[config.mk]
export PLATFORM = sky130hd
export DESIGN_NAME = alu_result_display
export DESIGN_NICKNAME = d
export VERILOG_FILES = /design/src/rtl/alu_disp_pkg.sv /design/src/rtl/bcd_to_seg.sv /design/src/rtl/alu_result_display.sv
export SDC_FILE = /design/constraint.sdc
export NUM_CORES = 1
export LEC_CHECK = 0
export CELL_PAD_IN_SITES_DETAIL_PLACEMENT = 1
export CELL_PAD_IN_SITES_GLOBAL_PLACEMENT = 2
export CORE_UTILIZATION = 30
export CTS_CLUSTER_DIAMETER = 30
export DETAILED_ROUTE_END_ITERATION = 12
export GPL_ROUTABILITY_DRIVEN = 0
export PLACE_DENSITY = 0.66
export SYNTH_ARGS = -nofsm -noshare
export SYNTH_HDL_FRONTEND = slang
export SYNTH_HIERARCHICAL = 1
export SYNTH_SLANG_ARGS = --single-unit
[constraint.sdc]
create_clock -name clk -period 8 [get_ports clk]
set_clock_uncertainty 0.2 [all_clocks]
set_input_delay 1.6 -clock clk [delete_from_list [all_inputs] [get_ports clk]]
set_output_delay 1.6 -clock clk [all_outputs]
set_load 0.05 [all_outputs]
[src/rtl/alu_disp_pkg.sv]
// rtl/alu_disp_pkg.sv - shared types, segment codes and double-dabble step for the result display
package alu_disp_pkg;

    typedef enum logic [1:0] {
        IDLE = 2'd0,
        CONV = 2'd1,
        LOAD = 2'd2
    } state_e;

    localparam logic [6:0] SEG_LUT [0:9] = '{
        7'h3F, 7'h06, 7'h5B, 7'h4F, 7'h66,
        7'h6D, 7'h7D, 7'h07, 7'h7F, 7'h6F
    };
    localparam logic [6:0] SEG_DASH  = 7'h40;
    localparam logic [6:0] SEG_BLANK = 7'h00;

    // One double-dabble step on {hund,tens,units,bin}: correct each BCD nibble, then shift.
    function automatic logic [19:0] dd_step(input logic [19:0] sr);
        logic [19:0] t;
        t = sr;
        for (int n = 0; n < 3; n++) begin
            if (t[8+4*n +: 4] >= 4'd5) begin
                t[8+4*n +: 4] = t[8+4*n +: 4] + 4'd3;
            end
        end
        return {t[18:0], 1'b0};
    endfunction

endpackage

[src/rtl/bcd_to_seg.sv]
// rtl/bcd_to_seg.sv - combinational BCD digit to active-high 7-segment code with blanking
module bcd_to_seg
    import alu_disp_pkg::*;
(
    input  logic [3:0] bcd_i,
    input  logic       blank_i,
    output logic [6:0] seg_o
);

    always_comb begin
        seg_o = SEG_DASH;
        if (blank_i) begin
            seg_o = SEG_BLANK;
        end else if (bcd_i <= 4'd9) begin
            seg_o = SEG_LUT[bcd_i];
        end
    end

endmodule

[src/rtl/alu_result_display.sv]
// rtl/alu_result_display.sv - ALU result to 3-digit BCD via double-dabble, multiplexed 7-seg scan
module alu_result_display
    import alu_disp_pkg::*;
#(
    parameter int SCAN_DIV = 50_000,
    parameter bit BLANK_LZ = 1'b1
) (
    input  logic       clk,
    input  logic       rst,
    input  logic [7:0] result,
    output logic [6:0] seg,
    output logic [2:0] digit_en,
    output logic       busy,
    output logic       valid
);

    localparam int                SCAN_W    = (SCAN_DIV > 2) ? $clog2(SCAN_DIV) : 1;
    localparam logic [SCAN_W-1:0] SCAN_LAST = SCAN_W'(SCAN_DIV - 1);

    state_e            state_q, state_d;
    logic [7:0]        held_q, held_d;
    logic [19:0]       sr_q, sr_d;
    logic [2:0]        bit_q, bit_d;
    logic [11:0]       disp_q, disp_d;
    logic              busy_q, busy_d;
    logic              valid_q, valid_d;
    logic [SCAN_W-1:0] scan_q, scan_d;
    logic [1:0]        idx_q, idx_d;
    logic [2:0]        den_q, den_d;
    logic [6:0]        seg_q, seg_d;
    logic [3:0]        nib_d;
    logic              blank_d;

    always_comb begin
        state_d = state_q;
        held_d  = held_q;
        sr_d    = sr_q;
        bit_d   = bit_q;
        disp_d  = disp_q;
        busy_d  = busy_q;
        valid_d = valid_q;
        case (state_q)
            IDLE: begin
                if (result != held_q) begin
                    held_d  = result;
                    sr_d    = {12'b0, result};
                    bit_d   = 3'd0;
                    busy_d  = 1'b1;
                    valid_d = 1'b0;
                    state_d = CONV;
                end
            end
            CONV: begin
                sr_d  = dd_step(sr_q);
                bit_d = bit_q + 3'd1;
                if (bit_q == 3'd7) begin
                    state_d = LOAD;
                end
            end
            LOAD: begin
                disp_d  = sr_q[19:8];
                busy_d  = 1'b0;
                valid_d = 1'b1;
                state_d = IDLE;
            end
            default: state_d = IDLE;
        endcase
    end

    always_comb begin
        scan_d = scan_q + 1'b1;
        idx_d  = idx_q;
        if (scan_q == SCAN_LAST) begin
            scan_d = '0;
            idx_d  = (idx_q == 2'd2) ? 2'd0 : idx_q + 2'd1;
        end
    end

    // seg is derived from next-state digits/index so it always matches the registered digit_en.
    always_comb begin
        den_d = 3'b001 << idx_d;
        case (idx_d)
            2'd0:    nib_d = disp_d[3:0];
            2'd1:    nib_d = disp_d[7:4];
            default: nib_d = disp_d[11:8];
        endcase
        blank_d = BLANK_LZ && (((idx_d == 2'd2) && (disp_d[11:8] == 4'd0)) ||
                               ((idx_d == 2'd1) && (disp_d[11:4] == 8'd0)));
    end

    bcd_to_seg u_bcd_to_seg (
        .bcd_i   (nib_d),
        .blank_i (blank_d),
        .seg_o   (seg_d)
    );

    always_ff @(posedge clk or posedge rst) begin
        if (rst) begin
            state_q <= IDLE;
            held_q  <= '0;
            sr_q    <= '0;
            bit_q   <= '0;
            disp_q  <= '0;
            busy_q  <= 1'b0;
            valid_q <= 1'b1;
            scan_q  <= '0;
            idx_q   <= '0;
            den_q   <= 3'b001;
            seg_q   <= SEG_LUT[0];
        end else begin
            state_q <= state_d;
            held_q  <= held_d;
            sr_q    <= sr_d;
            bit_q   <= bit_d;
            disp_q  <= disp_d;
            busy_q  <= busy_d;
            valid_q <= valid_d;
            scan_q  <= scan_d;
            idx_q   <= idx_d;
            den_q   <= den_d;
            seg_q   <= seg_d;
        end
    end

    assign seg      = seg_q;
    assign digit_en = den_q;
    assign busy     = busy_q;
    assign valid    = valid_q;

endmodule

==> metrics.md, run 1 <==
| Metric | Value |
|---|---|
| # clock sinks | between 70 and 80 |
| Max FO, Critical Path | 16 |
| Fin util | 0.365 |
| Multi-input logic area | 1960 um2 |
| Final Hold Fails | 0 |
| Register bit total from synthesis | 75 |
| Post-route ant nets | 0 |
| Via Count | 2,891 |
| Min cycle time layout | 3.79 ns |
| Routed len/inst | 15.9 um |
| Initial drt markers | between 100 and 150 |
| Sequential cell area | approximately 1900 um2 |
| Sequential share of the synthesized area | 0.472 |
| Number of global-route vias before repair | around 3,000 |
| Pre-antenna DRT Iters | 4 |
| Total Nets Final | 419 |
| Worst setup SP type | input pin |
| Synthesis-to-layout area growth | 17.2% |
| Vias per cell | 5.05 |
| Post-DP HPWL | roughly 6100 um |
| Async set or reset register ratio after synthesis | 1.00 |
| Maximum vdd drop | 0.144 mV |
| Mapped Area | about 4000 um2 |
| Fin crit share | 0.474 |
| FMAX | 264 MHz |
| I/O pin count | 22 |
| Row Count | 41 |
| Final Max Tran Viols | 0 |
| Worst-Margin Slew | 1.08 ns |
| CTS root buffer | clkbuf_16 |
| Clk_lat worst skew | 0.34 ns |
| TritonCTS Buffers | 9 |
| Layout cells sized above 1 | 0.125 |
| Critical path's top delay family | buffers and inverters |
| CTS H-tree depth | 3 |
| Post-synth EDFFs | 0 |
| Pleak | 0.00207 uW |
| First-pass GRT wire length | 15,600 um |
| Die width | 117 um |
| Critical-path cell list | clkdlybuf4s50_1 > xor2_1 > nor4_2 > a211oi_4 > buf_4 > mux2_2 |
| Crit-path slowest cell | a211oi_4 |
| Setup CP Type | in2reg |
| CP required | between 8 and 9 ns |
| Warnings, synthesis | 6 |
| Routed WL | 9070 um |
| Final TNS setup | 0 ns |
| GR Overflow Total | 0 |
| Starting density of the core | 0.312 |
| Buffers on Ports | 21 |
| Pwr/cell area | 365 nW/um2 |
| CTS max path bufs | 2 |
| Cell count after synthesis | 379 |
| Clock transition at the registers of the reported paths | approximately 0.06 ns |
| RSZ-0062 raised after global routing | false |
| Fillers | roughly 1,400 |
| Status | complete, no violations |
| Synth top area cells | dfrtp_1 (42%), dfstp_2 (5.3%), ha_1 (4.4%) |
| Yosys top cell area share | 0.420 |
| Post-synth cell types | 49 |
| Most instantiated cells after synthesis | dfrtp_1 (67), nand2_1 (25), o21ai_0 (22) |
| Crit path capture type | flop |
| Initial antenna violation count | 0 |
| Net Count, Synth | 403 |
| Maxcap violations | 0 |
| Largest net degree at the start of global routing | between 70 and 80 |
| Gr usage total | 0.144 |
| Most frequent cell after synthesis | dfrtp_1 |
| Clock tree from TritonCTS | yes |
| Post-CTS sizing | 0 |
| Leading area contributor after synthesis | dfrtp_1 |
| Crit path arrival time | 3.83 ns |
| CORE AREA | ~13,000 um2 |
| Primary FF master, synth | dfrtp_1 |
| Worst slew margin | 0.280 |
| Drt drc | 0 |
| Die ar. | about 14,000 um2 |
| Post-CTS setup buffer count | 0 |
| Hold crit path type | reg2reg |
| Final setup viols | 0 |
| Die Ht | roughly 120 um |
| Ant diodes | 0 |
| Syn_area_per_cell | 10.5 um2 |
| Worst stage delay on the critical path | roughly 0.64 ns |
| WP buf/inv | 2 |
| Post-CTS Hold Buffers | 0 |
## area by class of cell
class                           instances  area share
Multi-Input combinational cell        269       0.418
Sequential cell                        75       0.403
Timing Repair Buffer                   25      0.0513
Clock buffer                            9      0.0481
Tap cell                              172      0.0459
Clock inverter                          7      0.0214
Inverter                               15      0.0123
## placed cells by master, fill, tap and decap left out, types with 9 or more instances in the layout
cell type,count
and3b_1,11
clkbuf_16,9
ha_1,14
a21o_1,12
a21oi_1,14
mux2_2,13
inv_1,13
dfrtp_1,67
o21ai_0,22
and3_1,9
nand2_1,25
nand2b_1,11
nor2_1,13
clkdlybuf4s50_1,21
xor2_1,17
a211oi_1,20
## sequential cells by signal, summed over array words and instances (netlist names)
| signal | cells |
|---|---|
| bit_q | 3 |
| busy | 1 |
| digit_en | 3 |
| disp_q | 12 |
| held_q | 8 |
| idx_q | 2 |
| scan_q | 16 |
| seg | 7 |
| sr_q | 20 |
| state_q | 2 |
| valid | 1 |
## per-stage QoR
step	std cells	instance area (um2)	setup slack [ns]	hold WS, ns	power [uW]
final	572	4680	4.21	0.275	1710
after global routing	572	4680	4.07	0.318	1830
after CTS	572	4680	4.17	0.283	1740
after detailed placement	556	4360	3.82	0.271	1280
after global placement	556	4360	3.85	0.268	1260
after floorplan	379	4000	4.30	0.237	1110
## kinds of logic (layout without fill, tap and decap cells)
group / after synthesis / count (layout) / synth area share
DFF: 75 / 75 / 0.472
muxes: 18 / 18 / 0.0492
AOI/OAI and AO/OA: 98 / 98 / 0.168
adders and majority gates: 14 / 14 / 0.0438
and+or+nand+nor: 114 / 114 / 0.173
buffers and inverters: 35 / 56 / 0.0394
xor gates and xnor gates: 25 / 25 / 0.0548
## path summary, 6_finish.rpt
path / from / endpoint / slack [ns] / cells after the start
worst max-delay path: result[6] / held_q[1] / 4.21 / 6
worst min-delay path: scan_q[15] / scan_q[15] / 0.27 / 1
worst max register to register: scan_q[0] / seg[1] / 4.80 / 10
worst min register to register: scan_q[15] / scan_q[15] / 0.27 / 1
max in group asynchronous: rst / scan_q[9] / 5.28 / 3
min in group asynchronous: rst / sr_q[13] / 1.70 / 3
## metal layers
layer	share of wire	GRT usage	vias up	routed length [um]
met1	0.49	0.193	1430	4420
met4	0.020	0.0657	0	177
met2	0.47	0.224	29	4260
met3	0.024	0.0277	14	214
li1	-	-	1418	-
met5	0	0	-	0
## worst register-to-register path, stage by stage (launching register included)
cell and delay [ns]:
dfrtp_1 0.39, ha_1 0.21, and3_1 0.23, and4_1 0.68, mux2i_1 0.36, and3_1 0.29, inv_1 0.10, ha_1 0.23
o21bai_1 0.13, a21o_1 0.23, a21oi_1 0.07
## report_power, final
group	switching, uW	leakage (uW)	internal, uW	total (uW)
combinational	356	0.000979	283	639
clock	172	0.000160	275	447
sequential	108	0.000930	517	626
(Power assumes the default switching activity.)
==> run 2, diff against run 1 <==
- clock period: 8 -> 3.6 ns (I/O delays scaled with it)
==> run 2 against run 1 <==
  * Sequential cell count unchanged
  * Sequential power up 120%
  * Critical endpoint is now seg[4]
  * Critical path type is now reg2reg
  * Largest cell class unchanged
  * Routed wire length up 3.0%
==> metrics.md, run 2 (same netlist as run 1, synthesis figures left out) <==
| Metric | Value |
|---|---|
| GR Overflow Total | 0 |
| Max FO, Critical Path | 10 |
| Worst setup SP type | flop |
| Largest Register | sr_q |
| First-pass GRT wire length | 16,100 um |
| Buffers on Ports | 21 |
| Starting density of the core | 0.312 |
| Post-route ant nets | 0 |
| Pleak | 0.00207 uW |
| Initial antenna violation count | 0 |
| Setup CP Type | reg2reg |
| R2r setup slk | 0.72 ns |
| Number of global-route vias before repair | 3,132 |
| Status | complete, no violations |
| Pre-antenna DRT Iters | 4 |
| Largest regs | sr_q: 20 flops, scan_q: 16 flops, disp_q: 12 flops |
| Clk_lat worst skew | approximately 0.35 ns |
| Worst-Margin Slew | 0.895 ns |
| Final Hold Fails | 0 |
| Final Max Tran Viols | 0 |
| TritonCTS Buffers | 9 |
| Post-CTS setup buffer count | 0 |
| Via Count | 2,967 |
| Worst slew margin | 0.403 |
| Total Nets Final | between 400 and 500 |
| Post-CTS Hold Buffers | 0 |
| CORE AREA | about 13,000 um2 |
| FMAX | 347 MHz |
| Clock tree from TritonCTS | yes |
| CTS H-tree depth | 3 |
| I/O pin count | 22 |
| Row Count | 41 |
| Max reg flops | 20 |
| Post-DP HPWL | 6560 um |
| Commonest non-fill, non-tap cell in the layout | dfrtp_1 |
| Hold crit path type | reg2reg |
| Place WS | 0.643 ns |
| Fin crit share | 0.800 |
| Ant diodes | 0 |
| CP required | 3.65 ns |
| Post-CTS sizing | 0 |
| Crit path arrival time | 2.93 ns |
| Maximum vdd drop | 0.347 mV |
| Commonest cells after routing, fill and taps aside | dfrtp_1 (67), nand2_1 (25), o21ai_0 (22) |
| Clock transition at the registers of the reported paths | 0.06 ns |
| Die width | 117 um |
| Layout cells sized above 1 | 0.133 |
| Synthesis-to-layout area growth | 17.1% |
| # clock sinks | 75 |
| Min cycle time layout | 2.88 ns |
| RSZ-0062 raised after global routing | false |
| Final setup viols | 0 |
| Final worst slack | 0.720 ns |
| Initial drt markers | 125 |
| Largest net degree at the start of global routing | 41 |
| CTS max path bufs | 2 |
| Die ar. | 13,800 um2 |
| Routed len/inst | 16.2 um |
| Pwr/cell area | between 700 and 800 nW/um2 |
| Fillers | about 1,400 |
| Drt drc | 0 |
| Final TNS setup | 0 ns |
| Maxcap violations | 0 |
| Vias per cell | a little over 5 |
| Overall power | 3670 uW |
| Routed WL | 9350 um |
| Min Hold Slack | 0.280 ns |
| CTS root buffer | clkbuf_16 |
| Die Ht | roughly 120 um |
| Gr usage total | 0.147 |
| Crit path capture type | flop |
## run 2: cell types whose count changed in the layout (fill, tap and decap cells not counted), sizes merged
cell and delta:
inv -1, clkinvlp +2, buf +5, bufinv -2, clkbuf +1
## run 2: path summary, 6_finish.rpt
check                              to  cells after the start       start
min in group asynchronous    sr_q[19]                      2         rst
setup / recovery               seg[4]                      8  scan_q[11]
hold / removal             scan_q[15]                      1  scan_q[15]
max in group asynchronous      seg[4]                      3         rst
setup reg to reg               seg[4]                      8  scan_q[11]
hold reg to reg            scan_q[15]                      1  scan_q[15]
## run 2: stage by stage
step / cell area (um2) / utilization / cells
after floorplan: 4000 / - / 379
after global placement: 4410 / 0.344 / 561
after detailed placement: 4410 / 0.344 / 561
after CTS: 4680 / 0.365 / 577
after global routing: 4680 / 0.365 / 577
final: 4680 / 0.365 / 577
## run 2: worst max-delay path: stages, from the launching register on
cell	delay, ns
dfrtp_1	0.43
nor4b_1	0.43
nand4_1	0.45
o21ai_0	0.20
and3_1	0.30
ha_1	0.27
o21bai_1	0.08
a21o_1	0.24
a221oi_2	0.20
## run 2: layer usage
layer / vias to the layer above / wire [um] / GRT usage
li1: 1422 / - / -
met1: 1509 / 4580 / 0.191
met2: 25 / 4420 / 0.238
met3: 11 / 217 / 0.0321
met4: 0 / 134 / 0.0584
met5: - / 0 / 0
## run 2: final cells by class
cell class / instances / area (um2) / share of cell area
Clock buffer: 10 / 229 / 0.0489
Clock inverter: 6 / 42.5 / 0.00909
Inverter: 15 / 57.6 / 0.0123
Multi-Input combinational cell: 269 / 1960 / 0.419
Sequential cell: 75 / 1890 / 0.403
Tap cell: 172 / 215 / 0.0460
Timing Repair Buffer: 30 / 290 / 0.0620
## run 2: report_power, final
part	switching [uW]	leakage, uW	total (uW)	internal [uW]
sequential	233	0.000930	1380	1150
combinational	799	0.00101	1450	650
clock	373	0.000128	839	467
==> edit 1: new RTL, settings of run 2 <==
Re-encode `state_e` (3 states) as one-hot, 3 bits wide.
--- a/src/rtl/alu_disp_pkg.sv
+++ b/src/rtl/alu_disp_pkg.sv
@@ -2,8 +2,8 @@
 package alu_disp_pkg;
 
-    typedef enum logic [1:0] {
-        IDLE = 2'd0,
-        CONV = 2'd1,
-        LOAD = 2'd2
+    typedef enum logic [2:0] {
+        IDLE = 3'b001,
+        CONV = 3'b010,
+        LOAD = 3'b100
     } state_e;
 
Formal check against the unedited RTL: no difference found for any inputs over 10 cycles, from zero or initial values and one cycle with rst high; not proved beyond that.
==> edit 1 against run 2 <==
  * Die area down 4.7%
  * Setup slack lost 0.059 ns
  * Cell count is 2.3% lower
  * Area after synthesis fell by 4.8%
  * Non-clock buffer count fell by 2
  * Sequential cell count increased by 1
  * Global-route usage is 0.65 points lower
  * Wire length is 12% lower
  * Cell area down 3.4%
  * Core utilization rose by 0.68 points
  * First-iteration DRC count is 48% lower
  * Power down 19%
  * Count of clock-buffer cells in the layout down 1
  * Critical path type unchanged
==> edit 1: results <==
export IMPL_cp_top_family="compound AO/OA/AOI/OAI gates"
export IMPL_slowest_stage="and4_1"
export IMPL_antenna_cells=0
export IMPL_fin_nets=415
export IMPL_switching_share_pct=33.0
export IMPL_hpwl_microns=5730
export IMPL_async_flop_share_pct=100
export IMPL_yosysWarnings=6
export IMPL_netlist_area_leader_share_pct=44.1
export IMPL_yosysSeqAreaShare_pct=50.3
export IMPL_routedWlPerCell_microns=14.6
export IMPL_worstHoldPathType="register to register"
export IMPL_max_slew_margin_rel_pct=41.2
export IMPL_path_max_fanout=13
export IMPL_synth_nets=391
export IMPL_track_usage_pct=14.1
export IMPL_root_buffer="clkbuf_16"
export IMPL_sequentialPower_mw=1.17
export IMPL_drtIter0Drc=65
export IMPL_grt_pass1_vias=2926
export IMPL_final_layout_size_suffix_gt1_share_pct=11.4
export IMPL_hp_start="scan_q[0]"
export IMPL_r2r_end="seg[4]"
export IMPL_dr_pass1_iters=4
export IMPL_reg_top3="sr_q x20, scan_q x16, disp_q x12"
export IMPL_irDropWorstVdd_mv=0.210
export IMPL_grt_max_degree=40
export IMPL_io_buffers=21
export IMPL_worstHoldPathCells=1
export IMPL_largest_reg_flops=20
export IMPL_max_stage_delay_ns=0.45
export IMPL_rr_startpoint="scan_q[0]"
export IMPL_synth_area_leaders="dfrtp_1, dfstp_2, xnor2_1"
export IMPL_hold_end="scan_q[0]"
export IMPL_synth_ff_type="dfrtp_1"
export IMPL_rr_worst_depth=11
export IMPL_outcome="finished, final reports clean"
export IMPL_yosys_top_cells_count="dfrtp_1, nor2_1, inv_1"
export IMPL_r2r_setup_slack_ns=0.66
export IMPL_clkLatencyLatePin_ns=0.34
export IMPL_hold_ws_ns=0.290
export IMPL_dp_slack_ns=0.595
export IMPL_cts_resized=0
export IMPL_routed_via_density=4.78
export IMPL_worst_ep_arrival_time_ns=2.99
export IMPL_grt_pass1_wl_microns=14300
export IMPL_pwr_share_comb_pct=26.7
export IMPL_placedInstanceArea_sq_um=4200
export IMPL_synth_cell_types=43
export IMPL_p_leak_nw=2.06
[edit 1: cell types whose count changed after synthesis, sizes merged, moves of 11 or more]
| cell | change |
|---|---|
| xor2 | -13 |
| xnor2 | +13 |
| inv | +17 |
| nand3 | +16 |
| and3b | -11 |
| a211oi | -21 |
| nor2 | +19 |
| mux2i | +12 |
[edit 1: worst max path at each step]
stage | from | endpoint | slack, ns | cells after the start
finish | scan_q[0] | seg[4] | 0.66 | 11
global route | scan_q[0] | seg[4] | 0.40 | 11
CTS | scan_q[0] | seg[4] | 0.63 | 11
detailed placement | result[0] | sr_q[7] | 0.59 | 7
global placement | result[0] | sr_q[7] | 0.60 | 7
floorplan | rst | bit_q[0] | 0.76 | 1
[edit 1: final cells by class]
cell class              instances  area (sq um)
flip-flops and latches         76          1910
clock buffers                   9           225
clock inverters                 7           101
repair buffers                 28           275
well taps                     168           210
inverters                      31           118
fillers                      1365          7640
multi-input cells             245          1680
[edit 1: cell families after synthesis]
| group | after synthesis | synth area share (%) |
|---|---|---|
| buffers and inverters | 46 | 5.56 |
| XOR/XNOR | 25 | 5.76 |
| AO/OA/AOI/OAI | 72 | 12.7 |
| AND/OR/NAND/NOR | 114 | 15.8 |
| adder cells (fa/ha/maj) | 14 | 4.61 |
| flip-flops | 76 | 50.3 |
| multiplexers | 20 | 5.36 |
[edit 1: per-stage QoR]
step	power (mW)	cells
final	2.96	564
after global routing	3.14	564
after CTS	3.01	564
after detailed placement	1.99	548
after global placement	1.96	548
after floorplan	1.77	367
[edit 1: metal layers]
layer  wire length (microns)  up-vias  track usage, %
met5                       0        -               0
met4                     129        0            4.16
met3                     245       12            4.24
met2                    3890       26            23.6
met1                    3980     1358            17.5
li1                        -     1300               -
==> edit 2: new RTL, settings of run 2 <==
Without the edit above. Change the parameter `BLANK_LZ` from 1'b1 to 1'b0.
--- a/src/rtl/alu_result_display.sv
+++ b/src/rtl/alu_result_display.sv
@@ -4,5 +4,5 @@
 #(
     parameter int SCAN_DIV = 50_000,
-    parameter bit BLANK_LZ = 1'b1
+    parameter bit BLANK_LZ = 1'b0
 ) (
     input  logic       clk,
Behaviour: no difference found for any inputs over 10 cycles, from zero or initial values and one cycle with rst high; that may be too few to reach the edited logic, so the function may still have changed.
==> edit 2 against run 2 <==
  * Setup slack got worse by 0.19 ns
  * Sequential share of layout area fell by 0.086 points
  * Count of clock-buffer cells in the layout did not move
  * Power grew 1.7%
  * Cell area up 0.21%
  * Sequential cell count unchanged
  * Area after synthesis down 1.9%
  * Global-route usage down 0.38 points
  * Wire length shrank 7.0%
  * Largest power group unchanged
==> edit 2: results <==
export IMPL_outcome="finished, final reports clean"
export IMPL_worst_pin_slew_ns=0.874
export IMPL_antenna_cells=0
export IMPL_placedInstanceArea_sq_um=4360
export IMPL_drtIter0Drc=115
export IMPL_fill_cells=1424
export IMPL_clkTransAtPathRegs_ns=0.06
export IMPL_worstHoldPathType="register to register"
export IMPL_routed_via_density=4.92
export IMPL_yosys_top_cells_count="dfrtp_1, nand2_1, o21ai_0"
export IMPL_grt_pass1_wl_microns=14700
export IMPL_reg_top3="sr_q x20, scan_q x16, disp_q x12"
export IMPL_io_buffers=21
export IMPL_hpwl_microns=6040
export IMPL_slowest_stage="dfrtp_1"
export IMPL_grt_pass1_vias=2929
export IMPL_clkLatencyLatePin_ns=0.34
export IMPL_path_max_fanout=19
export IMPL_final_layout_size_suffix_gt1_share_pct=15.7
export IMPL_htreeDepth=3
export IMPL_p_leak_nw=2.10
export IMPL_worst_ep_arrival_time_ns=3.11
export IMPL_cts_path_max_buffers=2
export IMPL_irDropWorstVdd_mv=0.315
export IMPL_dp_slack_ns=0.431
export IMPL_cts_buffers=9
export IMPL_max_stage_delay_ns=0.42
export IMPL_fin_nets=415
export IMPL_synth_area_leaders="dfrtp_1, dfstp_2, ha_1"
export IMPL_yosysSeqAreaShare_pct=48.1
export IMPL_synth_cell_types=48
export IMPL_grt_max_degree=35
export IMPL_cts_resized=0
export IMPL_cp_top_family="simple AND/OR/NAND/NOR gates"
export IMPL_antenna_found_initial=0
export IMPL_yosysMostFrequentCell="dfrtp_1"
export IMPL_async_flop_share_pct=100
export IMPL_routedWlPerCell_microns=15.3
export IMPL_dr_pass1_iters=4
export IMPL_track_usage_pct=14.4
export IMPL_yosysWarnings=6
export IMPL_postCtsSetupRepairBufs=0
export IMPL_regMostFlops="sr_q"
export IMPL_root_buffer="clkbuf_16"
-- edit 2: layout make-up --
class                           count  area [sq um]  share of cell area, %
Multi-Input combinational cell    257          1890                   40.3
Sequential cell                    75          1890                   40.2
Timing Repair Buffer               33           313                   6.67
Clock buffer                       10           229                   4.88
Tap cell                          172           215                   4.59
Clock inverter                      5           103                   2.19
Inverter                           15          56.3                   1.20
-- edit 2: path summary, 6_finish.rpt --
kind,startpoint,endpoint,slack (ns),cells after the start
worst min register to register,scan_q[15],scan_q[15],0.27,1
worst max-delay path,scan_q[11],seg[4],0.53,10
worst min-delay path,scan_q[15],scan_q[15],0.27,1
min in group asynchronous,rst,sr_q[16],0.56,2
worst max register to register,scan_q[11],seg[4],0.53,10
max in group asynchronous,rst,seg[1],1.92,3
-- edit 2: where the power goes --
group,leakage [nW],switching [mW],internal (mW)
logic,1.01,0.765,0.619
registers,0.929,0.188,1.14
clock network,0.159,0.348,0.672
-- edit 2: cell families after synthesis --
logic type	count (synthesis)	synth area share, %
fa+ha+maj	14	4.47
xor+xnor	23	5.14
flops	75	48.1
simple gates	109	17.5
mux	17	4.79
other cells	1	0.0956
compound gates	91	15.8
buf+inv	35	4.12
-- edit 2: per-stage QoR --
stage,util (%),std cells
finish,37.0,567
global route,37.0,567
CTS,37.0,567
detailed placement,34.4,552
global placement,34.4,552
floorplan,-,367
-- edit 2: routing by layer --
layer	up-vias	track usage, %	wire, microns
li1	1360	-	-
met1	1390	18.0	4080
met2	27	22.6	4170
met3	13	4.77	259
met4	0	5.98	182
met5	-	0	0
